[src/rtl/mem_access_unit.sv]
// Data-memory access unit: request/acknowledge bus master for loads and stores, with byte lanes and load extension.
// Optional build macro MAU_MISALIGN_TRAP_EN: misaligned H/W accesses skip the bus and pulse misalign with done.
module mem_access_unit #(
  parameter int ADDR_W = 32,
  parameter int DATA_W = 32
) (
  input  logic              clk,
  input  logic              rst_n,
  input  logic              memread,
  input  logic              memwrite,
  input  logic [2:0]        rw_type,
  input  logic [ADDR_W-1:0] addr,
  input  logic [DATA_W-1:0] wdata,
  output logic [DATA_W-1:0] rdata,
  output logic              stall,
  output logic              done,
  output logic              bus_req,
  output logic              bus_we,
  output logic [ADDR_W-1:0] bus_addr,
  output logic [3:0]        bus_be,
  output logic [DATA_W-1:0] bus_wdata,
  input  logic              bus_ack,
  input  logic [DATA_W-1:0] bus_rdata
`ifdef MAU_MISALIGN_TRAP_EN
  ,
  output logic              misalign
`endif
);

  typedef enum logic [1:0] {IDLE, REQ, DONE} state_t;
  typedef enum logic [1:0] {SZ_B, SZ_H, SZ_W} size_t;

  state_t      state, state_nxt;
  size_t       req_size, op_size;
  logic        op_unsigned;
  logic [1:0]  off, op_off;
  logic        start, mis_now;
  logic [3:0]  be_nxt;
  logic [DATA_W-1:0] wdata_nxt, load_ext;

  assign start = (state == IDLE) && (memread || memwrite);
  assign off   = addr[1:0];

  // rw_type[1] set covers W plus the unlisted encodings 011/110/111, all treated as W.
  assign req_size = rw_type[1] ? SZ_W : (rw_type[0] ? SZ_H : SZ_B);

`ifdef MAU_MISALIGN_TRAP_EN
  logic mis_q;
  assign mis_now = ((req_size == SZ_H) && off[0]) || ((req_size == SZ_W) && (off != 2'b00));
`else
  assign mis_now = 1'b0;
`endif

  always_comb begin
    // NOTE: every combinational output gets a default first so no path leaves it unassigned (no latch).
    be_nxt    = 4'b1111;
    wdata_nxt = wdata;
    case (req_size)
      SZ_B: begin
        be_nxt    = 4'b0001 << off;
        wdata_nxt = {4{wdata[7:0]}};
      end
      SZ_H: begin
        be_nxt    = off[1] ? 4'b1100 : 4'b0011;
        wdata_nxt = {2{wdata[15:0]}};
      end
      default: ;
    endcase
  end

  always_comb begin
    logic [7:0]  lane_b;
    logic [15:0] lane_h;
    lane_b   = bus_rdata[8*op_off +: 8];
    lane_h   = op_off[1] ? bus_rdata[31:16] : bus_rdata[15:0];
    load_ext = bus_rdata;
    case (op_size)
      SZ_B:    load_ext = {{24{lane_b[7]  & ~op_unsigned}}, lane_b};
      SZ_H:    load_ext = {{16{lane_h[15] & ~op_unsigned}}, lane_h};
      default: ;
    endcase
  end

  // State register
  always_ff @(posedge clk or negedge rst_n) begin
    // NOTE: sequential state uses non-blocking assignments so all flops update from pre-edge values.
    if (!rst_n) state <= IDLE;
    else        state <= state_nxt;
  end

  // Next-state logic
  always_comb begin
    state_nxt = state;
    case (state)
      IDLE:    if (start)   state_nxt = mis_now ? DONE : REQ;
      REQ:     if (bus_ack) state_nxt = DONE;
      DONE:    state_nxt = IDLE;
      default: state_nxt = IDLE;
    endcase
  end

  // Outputs; stall is gated by reset so every output reads 0 while reset is held.
  always_comb begin
    bus_req = (state == REQ);
    done    = (state == DONE);
    stall   = rst_n && (start || (state == REQ));
  end

`ifdef MAU_MISALIGN_TRAP_EN
  assign misalign = done && mis_q;
`endif

  // Request capture and load-result register
  always_ff @(posedge clk or negedge rst_n) begin
    if (!rst_n) begin
      bus_we      <= 1'b0;
      bus_addr    <= '0;
      bus_be      <= 4'b0000;
      bus_wdata   <= '0;
      rdata       <= '0;
      op_size     <= SZ_W;
      op_unsigned <= 1'b0;
      op_off      <= 2'b00;
`ifdef MAU_MISALIGN_TRAP_EN
      mis_q       <= 1'b0;
`endif
    end else begin
      if (start && !mis_now) begin
        bus_we      <= memwrite;
        bus_addr    <= {addr[ADDR_W-1:2], 2'b00};
        bus_be      <= be_nxt;
        bus_wdata   <= wdata_nxt;
        op_size     <= req_size;
        op_unsigned <= rw_type[2];
        op_off      <= off;
      end
`ifdef MAU_MISALIGN_TRAP_EN
      if (start) mis_q <= mis_now;
`endif
      if ((state == REQ) && bus_ack && !bus_we) rdata <= load_ext;
    end
  end

endmodule

[config.mk]
export PLATFORM = sky130hd
export DESIGN_NAME = mem_access_unit
export DESIGN_NICKNAME = d
export VERILOG_FILES = /design/src/rtl/mem_access_unit.sv
export SDC_FILE = /design/constraint.sdc
export NUM_CORES = 1
export LEC_CHECK = 0
export ABC_AREA = 1
export BUFFER_PORTS_ARGS = -buffer_cell sky130_fd_sc_hd__buf_4
export CAP_MARGIN = 40
export CORE_MARGIN = 5
export CORE_UTILIZATION = 35
export DETAILED_ROUTE_END_ITERATION = 8
export GPL_TIMING_DRIVEN = 0
export PLACE_DENSITY_LB_ADDON = 0.05
export SLEW_MARGIN = 10
export SYNTH_ARGS = -nofsm -noshare
export SYNTH_HDL_FRONTEND = slang
export SYNTH_SLANG_ARGS = --single-unit
[constraint.sdc]
create_clock -name clk -period 1.9 [get_ports clk]
set_input_delay 0.095 -clock clk [delete_from_list [all_inputs] [get_ports clk]]
set_output_delay 0.095 -clock clk [all_outputs]
set_load 0.01 [all_outputs]
Word level (Yosys, flattened, before mapping)
Index checks and enable logic that the tools add are counted.

Bits in registers: 106. Output and inout bits: 104. Word-level logic and storage cells: 41.

Equality and inequality tests: 6. Shift-type cells: 2. Mux-type cells: 10. Bitwise gates (word level): 3. Reduce and logical (&&, ||, !) cells: 11.

Operators with widths (count): $pmux 32 s2 (2); $shiftx 32x6->8 (1); $mux 16 (1); $pmux 4 s2 (1); $eq 2x1->1 const B (3); $logic_not 2->1 (3); $mux 2 (3); $logic_and 1x1->1 (4); $mux 4 (1); $pmux 2 s2 (1); $shl 1x2->4 const A (1); $and 1x1->1 (2); $eq 2x2->1 const B (1); $logic_or 1x1->1 (2); $ne 2x1->1 const B (1); $ne 2x2->1 const B (1); $reduce_and 2->1 (1); $logic_not 1->1 (1); $mux 1 (1); $not 1->1 (1).

Longest topological paths before layout
Gate-level depths: netlist of run 1.

Depth in word-level cells: 4. Depth in mapped cells: 10.

Worst setup path after synthesis of run 1
OpenSTA, ideal clock, no wires.

Path kind: register to register. From: register op_size[1]. To: register rdata[21]. Data arrival time: 1222 ps. Data required time: 1778 ps. Slack: 556 ps. Cell stages (with the launch flop): 9. Path buffers: 1. Path through: dfstp_2 inv_2 nand2_4 nor2_8 nand2_2 nand3_2 nand2_4 buf_6 a21oi_2.

Longest elaborated chain between the ends: 2.

Ends and longest elaborated chain: start: declaration (RTL line 34) `size_t req_size, op_size;`; start signal: assignment (RTL line 133) `op_size <= req_size;`; $eq 2x1->1 or $logic_not 2->1 (tied branches) (RTL line 77) `case (op_size)`; $pmux 32 s2 (*) (RTL line 77); end signal: assignment (RTL line 140) `if ((state == REQ) && bus_ack && !bus_we) rdata <= load_ext;`; end: declaration (RTL line 14) `output logic [DATA_W-1:0] rdata,`.

Mark *: on every way between the ends. The rest lies on a longest branch, timed or not. A chain may end at the register's enable or synchronous reset.

Final worst setup path of run 1
From: register state[1]. To: output port stall.

Longest elaborated chain between the ends: 4.

Ends and longest elaborated chain: start: declaration (RTL line 33) `state_t state, state_nxt;`; start signal: assignment (RTL line 88) `else state <= state_nxt;`; $logic_not 2->1 (RTL line 41) `assign start = (state == IDLE) && (memread || memwrite);`; $logic_and 1x1->1 (RTL line 41); $logic_or 1x1->1 (*) (RTL line 106) `stall = rst_n && (start || (state == REQ));`; $logic_and 1x1->1 (*) (RTL line 106); end: declaration (RTL line 15) `output logic stall,`.

Marked as above.

==> results.py, run 1 <==
metrics = {
    "drt": {
        "drtIter0Drc": 355,
        "dr.max_layer_used": "met4",
        "dr.pass1.iters": 4,
        "drt.antenna.violating_nets": 0,
        "wl_mm": 16.5,
        "wire_per_inst_um": 15.6,
        "met1_length_mm": 6.83,
        "wl_met2_mm": 7.63,
        "drt-vias-per-instance": 4.77,
        "drc_errors": 0,
        "wl_met3_mm": 1.55,
        "num_vias": 5051,
    },
    "clock_tree": {
        "cts_tree": "built",
        "ctsHtreeMaxLevel": 3,
        "cts.sinks": 106,
        "insertion_delay_ns": 0.35,
        "root_buffer": "clkbuf_16",
        "numCtsBuffers": 9,
        "clk_path_buf_depth": 2,
        "path_clk_slew_ns": 0.07,
        "cts_setup_buffers": 0,
    },
    "outcome": {
        "status": "completed",
    },
    "global_routing": {
        "grt_remaining_overflow": 0,
        "grt_max_degree": 67,
        "first_global_vias": 5163,
        "grt_pass1_wl_mm": 26.3,
        "antenna_found_initial": 0,
        "grt_usage": 0.199,
    },
    "final_layout": {
        "n_antenna_cell": 0,
        "nNetsFinal": 979,
        "layout.cells.non_filler": 1058,
        "fillCellCount": 1344,
        "drive_gt1_frac": 0.309,
        "syn_to_final_growth_pct": 48.4,
    },
    "timing": {
        "finalHoldViolations": 0,
        "finalSetupTns_ns": 0,
        "min_period_ns": 1.78,
        "min_period_over_period": 0.939,
        "grt_setup_unrepaired": "no",
        "setup_viol": 0,
        "tightest_slew_ns": 0.591,
        "maxSlewViolCount": 0,
        "slew_headroom": 0.606,
        "skew_ns": 0.00354,
        "clock.fmax_ghz": 0.561,
    },
    "synth": {
        "synth_most_common_cell": "nand2_1",
        "syn_avg_cell_area_um2": 7.97,
        "yosys_most_used_dff": "dfrtp_1",
        "synthTopCellsByArea": "dfrtp_1 53%, nand2_1 18%, a21oi_1 6.2%",
        "postSynthCellCount": 623,
        "synth_edf_count": 0,
        "seq_area_frac_synth": 0.534,
        "ys_types": 29,
        "synth_top_cell_by_area": "dfrtp_1",
        "ys_top_cells_by_count": "237 x nand2_1, 105 x dfrtp_1, 62 x a21oi_1",
        "ys_ff_latch": 106,
        "synth_top_area_share": 0.529,
        "synth_warnings": 0,
        "syn_area_um2": 4970,
        "synthArstFlopShare": 1.00,
    },
    "setup_path": {
        "crit_fanout": 10,
        "slowest_stage": "dfrtp_1",
        "crit_chain": "nor2_1, nand2_2, clkbuf_2, a21boi_0, buf_4",
        "required_ns": 1.80,
        "rr_worst_depth": 6,
        "cp.arrival_ns": 1.69,
        "startpoint_type": "register",
        "crit_type": "register to output pin",
        "r2r_slack_ns": 0.32,
        "cpPeakStageDelay_ns": 0.42,
        "endpoint_kind": "output pin",
    },
    "flow_run": {
        "drv_cap": 0,
    },
    "floorplan": {
        "boundaryPins": 208,
        "fp.dieArea_um2": 16700,
        "fp.dieH_um": 129,
        "placementRows": 43,
        "die_width_um": 129,
        "core_region_area_um2": 13900,
        "initial_utilization": 0.358,
    },
    "pwr": {
        "vdd_ir_drop_max_mv": 0.657,
        "leakage_uw": 0.00390,
        "pwr_density_cell_nw_per_um2": 1560,
    },
    "placed_design": {
        "gp_congestion": 0.863,
        "dp.cells": 1009,
        "port_buffers": 204,
        "dp_hpwl_mm": 12.5,
    },
    "hold_path": {
        "holdPathStages": 3,
        "hp-class": "primary input to register",
    },
}
## flip-flops by register name (all words and copies together), names as in the netlist
name / flops
state: 2
bus_addr: 30
bus_be: 4
op_size: 2
op_off: 2
bus_we: 1
op_unsigned: 1
bus_wdata: 32
rdata: 32
## cell type report
| cell class | count | area (um2) | share of cell area |
|---|---|---|---|
| well taps | 180 | 225 | 0.0306 |
| clock inverters | 3 | 17.5 | 0.00238 |
| plain buffers | 36 | 189 | 0.0256 |
| multi-input cells | 447 | 2000 | 0.271 |
| clock buffers | 11 | 243 | 0.0329 |
| inverters | 35 | 134 | 0.0182 |
| flip-flops and latches | 106 | 2650 | 0.360 |
| repair buffers | 240 | 1910 | 0.260 |
## worst max-delay path, delay by kind of cell (launching register included)
family	cells	cell delay (ns)
compound gates	1	0.23
buf+inv	2	0.39
simple gates	2	0.31
flops	1	0.42
## layer usage
layer / GRT usage / vias up
met2: 0.315 / 196
met4: 0.0859 / 0
met1: 0.251 / 2349
met5: 0 / -
li1: - / 2472
met3: 0.0631 / 34
## report_power, final
group          total [uW]  leakage [uW]  switching (uW)  internal [uW]
Clock                1710      0.000127             805            907
Combinational        5770       0.00249            3240           2530
Sequential           4000       0.00129             639           3370
Total               11500       0.00390            4680           6810
## kinds of logic (layout without fill, tap and decap cells)
| family | after synthesis | after routing | synth area share |
|---|---|---|---|
| buf+inv | 71 | 325 | 0.0647 |
| compound gates | 132 | 132 | 0.142 |
| simple gates | 313 | 313 | 0.258 |
| other cells | 1 | 2 | 0.000755 |
| flops | 106 | 106 | 0.534 |
## metrics by stage
step           cell area (um2)   util  total power, uW  hold slack (ns)  worst slack, ns
6_report                  7370  0.531            11500           0.0379            0.116
3_3_place_gp              6730  0.485             9700            0.289            0.150
4_1_cts                   7370  0.531            11600           0.0282         0.000127
3_5_place_dp              6760  0.487             9820           0.0417            0.296
5_1_grt                   7370  0.531            12400           0.0358           0.0236
2_1_floorplan             4970      -             7020           -0.201            0.556
## what timing repair did
item | 4_1_cts | 5_1_grt
setup endpoints to repair | 0 | 1
gates resized for setup | 0 | 2
hold buffers | 35 | 0
hold endpoints to repair | 75 | 0
## placed cells by master, fill, tap and decap left out, types with 2 or more instances in the layout
| cell | instances |
|---|---|
| conb_1 | 2 |
| nor2_1 | 39 |
| nand2_2 | 3 |
| buf_2 | 15 |
| o21ai_0 | 57 |
| a21boi_0 | 2 |
| a21oi_2 | 10 |
| buf_6 | 4 |
| clkbuf_16 | 9 |
| inv_1 | 31 |
| clkinv_2 | 2 |
| nand2_1 | 237 |
| dfrtp_1 | 105 |
| inv_2 | 2 |
| clkbuf_1 | 15 |
| buf_4 | 206 |
| nand2_4 | 2 |
| dlygate4sd3_1 | 35 |
| nand3_1 | 18 |
| a21oi_1 | 62 |
| or2_2 | 7 |
## final timing paths
path,startpoint,to
min,wdata[25],bus_wdata[25]
max,state[1],stall
min reg2reg,bus_addr[24],bus_addr[24]
min in group asynchronous,rst_n,bus_addr[22]
max reg2reg,state[1],bus_addr[23]
max in group asynchronous,rst_n,op_size[1]
Power figures use the tool's default switching activity.
==> run 2, diff against run 1 <==
ABC_AREA = not set   (was 1)
==> run 2 against run 1 <==
Compared with the run above: via count shrank 13%; die area down 0.93%; worst setup slack gained 0.17 ns; core utilization up 1.3 points; flip-flop and latch count unchanged; final cell count fell by 15%; largest cell class unchanged; clock power grew 22%.
==> results.py, run 2 <==
metrics = {
    "synth": {
        "syn_avg_cell_area_um2": 10.8,
        "ys_top_cells_by_count": "105 x dfrtp_1, 63 x nand2_1, 40 x o21ai_0",
        "synth_top_family_by_area": "multiplexers",
        "synth_warnings": 0,
        "synth_most_common_cell": "dfrtp_1",
        "seq_area_frac_synth": 0.540,
        "synthArstFlopShare": 1.00,
        "synth_mux_area_frac": 0.170,
        "synthTopCellsByArea": "dfrtp_1 53%, mux2i_1 7.1%, mux2_1 5.7%",
        "ys_types": 43,
        "ys_ff_latch": 106,
        "yosys_most_used_dff": "dfrtp_1",
        "synth_edf_count": 0,
        "syn_area_um2": 4920,
        "synthSimpleGateAreaFrac": 0.142,
        "synth-compound-area-share": 0.104,
        "synth_top_cell_by_area": "dfrtp_1",
        "synthXorXnorAreaFrac": 0,
        "yosys.area_share.adder": 0,
        "postSynthCellCount": 455,
        "synth_top_area_share": 0.534,
    },
    "setup_path": {
        "crit_type": "primary input to register",
        "cpPeakStageDelay_ns": 0.53,
        "crit_chain": "dlygate4sd3_1, buf_4, o21ai_1, buf_4, buf_6, mux2_1",
        "crit_fanout": 10,
        "cp.arrival_ns": 1.85,
        "endpoint_kind": "register",
        "cpMostUsedCell": "buf_4",
        "slowest_stage": "dlygate4sd3_1",
        "startpoint_type": "primary input",
        "required_ns": 2.13,
    },
    "floorplan": {
        "boundaryPins": 208,
        "fp.dieArea_um2": 16500,
        "initial_utilization": 0.356,
        "fp.dieH_um": 129,
        "core_region_area_um2": 13800,
        "die_width_um": 129,
        "placementRows": 43,
    },
    "drt": {
        "drt-vias-per-instance": 4.85,
        "drt.antenna.violating_nets": 0,
        "wire_per_inst_um": 16.9,
        "num_vias": 4378,
        "drtIter0Drc": 170,
        "wl_mm": 15.3,
        "dr.pass1.iters": 4,
        "drc_errors": 0,
    },
    "timing": {
        "finalHoldViolations": 0,
        "min_period_over_period": 0.852,
        "min_period_ns": 1.62,
        "skew_ns": 0.00553,
        "grt_setup_unrepaired": "no",
        "hold_ws_ns": 0.0144,
        "slew_headroom": 0.595,
        "finalSetupTns_ns": 0,
        "tightest_slew_ns": 0.608,
        "maxSlewViolCount": 0,
        "setup_viol": 0,
        "clock.fmax_ghz": 0.618,
    },
    "flow_run": {
        "drv_cap": 0,
    },
    "clock_tree": {
        "numCtsBuffers": 9,
        "cts_setup_buffers": 0,
        "insertion_delay_ns": 0.34,
        "cts_hold_buf": 45,
        "clk_path_buf_depth": 2,
        "root_buffer": "clkbuf_16",
        "ctsHtreeMaxLevel": 3,
        "path_clk_slew_ns": 0.07,
        "cts_tree": "built",
        "cts.sinks": 106,
        "cts_resized": 0,
    },
    "final_layout": {
        "syn_to_final_growth_pct": 53.0,
        "layout.cells.non_filler": 903,
        "n_antenna_cell": 0,
        "nNetsFinal": 822,
        "drive_gt1_frac": 0.382,
        "fillCellCount": 1271,
        "final_cell_mix": "212 x buf_4, 105 x dfrtp_1, 63 x nand2_1",
        "largestRegisters": "bus_wdata (32), rdata (32), bus_addr (30)",
        "final_common_cell": "buf_4",
    },
    "global_routing": {
        "grt_pass1_wl_mm": 24.5,
        "antenna_found_initial": 0,
        "first_global_vias": 4603,
        "grt_max_degree": 63,
        "grt_remaining_overflow": 0,
        "grt_usage": 0.188,
    },
    "pwr": {
        "p_total_uw": 11500,
        "vdd_ir_drop_max_mv": 0.768,
        "pwr_density_cell_nw_per_um2": 1530,
        "leakage_uw": 0.00363,
    },
    "placed_design": {
        "gp_congestion": 0.807,
        "port_buffers": 205,
        "dp.cells": 842,
        "dp_hpwl_mm": 11.3,
    },
    "outcome": {
        "status": "completed",
    },
    "hold_path": {
        "hp-class": "primary input to register",
    },
}
==> run 2: cell types whose count changed after synthesis, sizes merged, moves of 5 or more <==
cell	delta
mux2i	+35
nand3	+13
a21oi	-48
nand2	-178
clkbuf	-8
or2	-7
inv	-29
buf	+5
mux2	+41
or3	+5
nor2	-19
o21ai	-10
==> run 2: cells by family after synthesis <==
group | after synthesis
AND/OR/NAND/NOR | 146
flip-flops | 106
AO/OA/AOI/OAI | 87
multiplexers | 77
buffers and inverters | 38
other | 1
==> run 2: cell type report <==
class | count | area [um2] | share of cell area
inverters | 5 | 18.8 | 0.00249
repair buffers | 251 | 2040 | 0.271
well taps | 180 | 225 | 0.0299
clock inverters | 3 | 68.8 | 0.00915
flip-flops and latches | 106 | 2650 | 0.353
clock buffers | 13 | 270 | 0.0359
multi-input cells | 312 | 2050 | 0.272
plain buffers | 33 | 200 | 0.0266
==> run 2: critical path: cells and delay by family <==
kind                   cells  cell delay, ns
buffers and inverters      4            1.13
AO/OA/AOI/OAI              1            0.28
multiplexers               1            0.33
==> run 2: path summary, 6_finish.rpt <==
kind                          startpoint       endpoint  slack (ns)  cells past startpoint
max reg2reg                     state[0]   bus_wdata[6]        0.30                      5
max in group asynchronous          rst_n     op_size[1]        1.29                      3
min in group asynchronous          rst_n   bus_addr[29]        0.30                      3
min                             wdata[5]   bus_wdata[5]        0.01                      2
max                             memwrite   bus_wdata[6]        0.28                      6
min reg2reg                bus_wdata[28]  bus_wdata[28]        0.49                      2
==> run 2: layer usage <==
metal / vias to the layer above / GRT usage / share of wire
met5: - / 0 / 0
met3: 10 / 0.0693 / 0.089
met1: 2108 / 0.236 / 0.41
met4: 0 / 0.0408 / 0.010
li1: 2118 / - / -
met2: 142 / 0.312 / 0.49
==> run 2: stage by stage <==
stage | setup slack [ns] | utilization | cell area (um2)
floorplan | 0.510 | - | 4920
global placement | 0.140 | 0.483 | 6690
detailed placement | 0.261 | 0.486 | 6720
CTS | 0.232 | 0.544 | 7520
global route | 0.132 | 0.544 | 7520
finish | 0.282 | 0.544 | 7520
==> run 2: power breakdown <==
group	switching [uW]	internal, uW
Sequential	646	3370
Combinational	2680	2720
Clock	814	1270
